--- src/rtl/matrix_packet_writer.sv ---
`default_nettype none
// ============================================================================
// Module  : matrix_packet_writer (with design_variables package)
// Brief   : Writes one {stop, dir} packet per scored matrix cell into matrix
//           memory and tracks the maximum-score position for traceback.
// Revision: 1.0 - initial release
// ============================================================================

package design_variables;
    parameter int SEQ_LENGTH       = 32;
    parameter int SEQ_LENGTH_W     = 5;
    parameter int DATA_PACKET_SIZE = 3;
    parameter int SCORE_W          = 8;
    parameter logic [1:0] LEFT     = 2'b01;
    parameter logic [1:0] TOP      = 2'b10;
    parameter logic [1:0] DIAG     = 2'b11;
endpackage

module matrix_packet_writer #(
    parameter int SEQ_LENGTH       = design_variables::SEQ_LENGTH,
    parameter int SEQ_LENGTH_W     = design_variables::SEQ_LENGTH_W,
    parameter int DATA_PACKET_SIZE = design_variables::DATA_PACKET_SIZE,
    parameter int SCORE_W          = design_variables::SCORE_W
) (
    input  logic                        clk,
    input  logic                        rst_n,
    input  logic                        start_fill,
    input  logic                        cell_valid,
    output logic                        cell_ready,
    input  logic [SCORE_W-1:0]          cell_score,
    input  logic [1:0]                  cell_dir,
    output logic                        wr_en,
    output logic [SEQ_LENGTH_W-1:0]     wr_row,
    output logic [SEQ_LENGTH_W-1:0]     wr_col,
    output logic [DATA_PACKET_SIZE-1:0] wr_packet,
    output logic [SEQ_LENGTH_W-1:0]     max_row,
    output logic [SEQ_LENGTH_W-1:0]     max_col,
    output logic [SCORE_W-1:0]          max_score,
    output logic                        fill_done
);

    localparam logic [SEQ_LENGTH_W-1:0] c_last_idx = SEQ_LENGTH_W'(SEQ_LENGTH - 1);

    typedef enum logic [1:0] {
        ST_IDLE = 2'd0,
        ST_FILL = 2'd1,
        ST_DONE = 2'd2
    } state_t;

    state_t                        r_state;
    state_t                        w_state_next;
    logic                          w_accept;
    logic                          w_last;

    logic [SEQ_LENGTH_W-1:0]       r_row;
    logic [SEQ_LENGTH_W-1:0]       r_col;
    logic                          r_wr_en;
    logic [SEQ_LENGTH_W-1:0]       r_wr_row;
    logic [SEQ_LENGTH_W-1:0]       r_wr_col;
    logic [DATA_PACKET_SIZE-1:0]   r_wr_packet;
    logic [SEQ_LENGTH_W-1:0]       r_max_row;
    logic [SEQ_LENGTH_W-1:0]       r_max_col;
    logic [SCORE_W-1:0]            r_max_score;
    logic                          r_fill_done;

    // start_fill takes priority: a cell presented alongside it is dropped.
    always_comb begin
        w_state_next = r_state;
        w_last       = (r_row == c_last_idx) && (r_col == c_last_idx);
        w_accept     = cell_valid && (r_state == ST_FILL) && !start_fill;
        case (r_state)
            ST_IDLE: if (start_fill) w_state_next = ST_FILL;
            ST_FILL: begin
                if (start_fill)
                    w_state_next = ST_FILL;
                else if (w_accept && w_last)
                    w_state_next = ST_DONE;
            end
            ST_DONE: if (start_fill) w_state_next = ST_FILL;
            default: w_state_next = ST_IDLE;
        endcase
    end

    always_ff @(posedge clk or negedge rst_n) begin
        if (!rst_n) begin
            r_state     <= ST_IDLE;
            r_row       <= '0;
            r_col       <= '0;
            r_wr_en     <= 1'b0;
            r_wr_row    <= '0;
            r_wr_col    <= '0;
            r_wr_packet <= '0;
            r_max_row   <= '0;
            r_max_col   <= '0;
            r_max_score <= '0;
            r_fill_done <= 1'b0;
        end else begin
            r_state     <= w_state_next;
            r_wr_en     <= w_accept;
            r_fill_done <= w_accept && w_last;
            if (w_accept) begin
                r_wr_row    <= r_row;
                r_wr_col    <= r_col;
                r_wr_packet <= {(cell_score == '0), cell_dir};
            end
            if (start_fill) begin
                r_row       <= '0;
                r_col       <= '0;
                r_max_row   <= '0;
                r_max_col   <= '0;
                r_max_score <= '0;
            end else if (w_accept) begin
                // Row saturates at the last index; the FSM leaves FILL there.
                if (r_col == c_last_idx) begin
                    r_col <= '0;
                    if (r_row != c_last_idx)
                        r_row <= r_row + 1'b1;
                end else begin
                    r_col <= r_col + 1'b1;
                end
                // Strict compare keeps the first position on ties.
                if (cell_score > r_max_score) begin
                    r_max_score <= cell_score;
                    r_max_row   <= r_row;
                    r_max_col   <= r_col;
                end
            end
        end
    end

    assign cell_ready = (r_state == ST_FILL);
    assign wr_en      = r_wr_en;
    assign wr_row     = r_wr_row;
    assign wr_col     = r_wr_col;
    assign wr_packet  = r_wr_packet;
    assign max_row    = r_max_row;
    assign max_col    = r_max_col;
    assign max_score  = r_max_score;
    assign fill_done  = r_fill_done;

endmodule

`default_nettype wire

--- config.mk ---
export PLATFORM = sky130hd
export DESIGN_NAME = matrix_packet_writer
export DESIGN_NICKNAME = d
export VERILOG_FILES = /design/src/rtl/matrix_packet_writer.sv
export SDC_FILE = /design/constraint.sdc
export NUM_CORES = 1
export LEC_CHECK = 0
export CAP_MARGIN = 0
export CORE_ASPECT_RATIO = 1.4
export CORE_MARGIN = 2
export CORE_UTILIZATION = 51
export CTS_CLUSTER_SIZE = 40
export DETAILED_ROUTE_END_ITERATION = 10
export PLACE_DENSITY = 0.8
export REMOVE_ABC_BUFFERS = 1
export SYNTH_ARGS = -nofsm -noshare
export SYNTH_HDL_FRONTEND = slang
export SYNTH_SLANG_ARGS = --single-unit
--- constraint.sdc ---
create_clock -name clk -period 2.7 [get_ports clk]
set_input_delay 0.54 -clock clk [delete_from_list [all_inputs] [get_ports clk]]
set_output_delay 0.54 -clock clk [all_outputs]
set_load 0.02 [all_outputs]
==> impl_metrics.yaml <==
outcome:
  status: "completed"
cts:
  cts_sinks: 45
  ctsHoldBuffers: 0
  clk-insertion-delay-late_ns: 0.29
  cts_tree: "done"
  ctsHtreeMaxLevel: 2
  cts_setup_buffers: 0
  cts-root-buf: "clkbuf_8"
  cts_buffers: 5
  clk_pin_slew_worst_paths_ns: 0.08
  cts_buffer_depth: 2
  ctsResizeCount: 0
place:
  dp_cells: 305
  port_buffers: 47
  dp_hpwl_mm: 3.078
  place.gp.congestion: 0.8147
floorplanning:
  die_w_um: 60.57
  core_um2: 4274
  die_y_um: 83.20
  num_io_pins: 48
  initial_utilization_pct: 53.45
  fp-row-count: 28
  die_area_um2: 5039
routing:
  first_pass_iters: 4
  routed_wl_mm: 4.267
  drt_iter0_drc: 55
  postRouteAntennaNets: 0
  drc: 0
  num_vias: 1593
  routed_via_density: 5.089
  wire_per_inst_um: 13.63
yosys:
  synth_top_family_by_area: "simple AND/OR/NAND/NOR gates"
  synth-seq-cells: 45
  syn_area_um2: 2285
  synth_cell_type_count: 29
  synth.most_common_cell: "dfrtp_1"
  synth_top_area_share_pct: 49.29
  avgSynthCellArea_um2: 11.37
  synth_async_sr_flop_share_pct: 100.0
  synthSimpleGateAreaFrac_pct: 18.95
  ys_seq_area_share_pct: 49.29
  yosys.area.top_type: "dfrtp_1"
  synthXorXnorAreaFrac_pct: 1.150
  yosys_warnings: 0
  synthAdderAreaFrac_pct: 6.572
  synth_common_cells: "dfrtp_1, nand2b_1, mux2i_1"
  synth_edf_count: 0
  synth-compound-area-share_pct: 3.888
  synthMuxAreaShare_pct: 16.05
  synth_flop_cell: "dfrtp_1"
  synth_area_leaders: "dfrtp_1, nand2b_1, mux2i_1"
  synthCells: 201
critical_path:
  critPathKind: "input pin to flop"
  r2r-start: "r_col[0]"
  worstPathRequired_ns: 2.92
  critical_path_peak_fanout: 13
  cp.arrival_ns: 2.36
  reg2reg_slack_ns: 0.68
  r2r_cells: 7
  r2r_end: "r_row[3]"
  end_kind: "flop"
  startpoint_type: "input pin"
  startpoint: "cell_score[6]"
  setup.worst_path.end: "max_col[1]"
timing:
  tightest_slew_ns: 0.4682
  hold_viol_final: 0
  finalMaxSlewViolations: 0
  fmax_mhz: 467.1
  fin_skew_ns: 0.002191
  rsz0062_at_grt: "no"
  relSlewSlack_pct: 68.79
  fin_crit_sh_pct: 79.30
  layout_min_cycle_time_ns: 2.141
  finalSetupViolCount: 0
layout:
  final_util_pct: 68.68
  drive_gt1_share_pct: 12.65
  syn2layout_area_growth_pct: 28.48
  layout.nets: 278
  diodes: 0
  fin_cells: 313
hold_path:
  hp-class: "input pin to async pin"
global_routing:
  top_usage_layer: "met2"
  grt_start_max_net_pins: 50
  met3_usage_pct: 3.583
  grt_pass1_vias: 1541
  gr-total-overflow: 0
  grt_pass1_wl_mm: 7.120
  grt_usage_pct: 18.61
  grtUsageMet2_pct: 29.72
  grt_use_met1_pct: 24.84
  antenna_found_initial: 0
power:
  power.density_nw_per_um2: 479.8
  peakVddDrop_mv: 0.3198
  power_leakage_nw: 1.356
run:
  drv_cap: 0
==> cell families (layout without fill, tap and decap cells) <==
kind of cell / count (synthesis) / count (layout)
multiplexers: 35 / 35
AND/OR/NAND/NOR: 71 / 71
buffers and inverters: 19 / 71
XOR/XNOR: 3 / 3
flip-flops: 45 / 45
adder cells (fa/ha/maj): 12 / 12
AO/OA/AOI/OAI: 16 / 16
==> layout make-up <==
| cell class | instances | area, um^2 |
|---|---|---|
| Inverter | 9 | 33.78 |
| Tap cell | 60 | 75.07 |
| Clock inverter | 1 | 5.005 |
| Multi-Input combinational cell | 137 | 1069 |
| Clock buffer | 7 | 96.34 |
| Sequential cell | 45 | 1126 |
| Timing Repair Buffer | 54 | 530.5 |
| Fill cell | 339 | 1339 |
==> power breakdown <==
part | switching (mW) | total [mW] | internal (mW)
sequential | 0.0167 | 0.713 | 0.696
combinational | 0.123 | 0.247 | 0.124
clock | 0.217 | 0.448 | 0.231
==> through the flow <==
| stage | hold WS [ns] | power (mW) | cell area, um^2 | setup TNS, ns | worst slack [ns] |
|---|---|---|---|---|---|
| floorplan | 0.2444 | 0.8524 | 2225 | -3.297 | -0.1832 |
| global placement | 0.4876 | 0.9723 | 2834 | 0 | 0.3051 |
| detailed placement | 0.4938 | 0.9759 | 2834 | 0 | 0.2446 |
| CTS | 0.2020 | 1.422 | 2935 | 0 | 0.5552 |
| global route | 0.2237 | 1.471 | 2935 | 0 | 0.4529 |
| finish | 0.1886 | 1.408 | 2935 | 0 | 0.5589 |
==> flip-flops by register name, indices dropped and copies added, names as in the netlist <==
name and flops:
r_col 5, wr_en 1, fill_done 1, max_row 5, wr_row 5, r_row 5, r_state 2, wr_packet 3
wr_col 5, max_score 8, max_col 5
==> worst min-delay path by stage <==
stage	cells past startpoint	slack [ns]	from	end
finish	1	0.19	rst_n	wr_col[2]
detailed placement	1	0.49	r_state[1]	r_state[0]
floorplan	0	0.24	rst_n	fill_done
global placement	1	0.49	r_state[1]	r_state[0]
global route	1	0.22	rst_n	r_col[3]
CTS	1	0.20	rst_n	wr_col[2]
==> placed cells by master (no fill, tap or decap), types with 6 or more instances in the layout <==
| cell type | n |
|---|---|
| inv_1 | 9 |
| buf_4 | 6 |
| ha_1 | 12 |
| nand2b_1 | 36 |
| clkbuf_8 | 7 |
| a21oi_1 | 8 |
| mux2_2 | 13 |
| dfrtp_1 | 45 |
| nor2_1 | 12 |
| clkdlybuf4s50_1 | 46 |
| mux2i_1 | 22 |
==> layer usage <==
layer,routed length [um],vias to the layer above
li1,-,783
met1,1887,770
met2,2163,36
met3,161,4
met4,55,0
met5,0,-
==> critical path, stage by stage <==
cell             delay [ns]
clkdlybuf4s50_1        0.47
ha_1                   0.36
a21o_1                 0.19
a21oi_1                0.14
nor3_1                 0.07
a21oi_2                0.18
buf_12                 0.19
mux2i_1                0.20
Note: power is estimated with default switching activity, not from simulation.
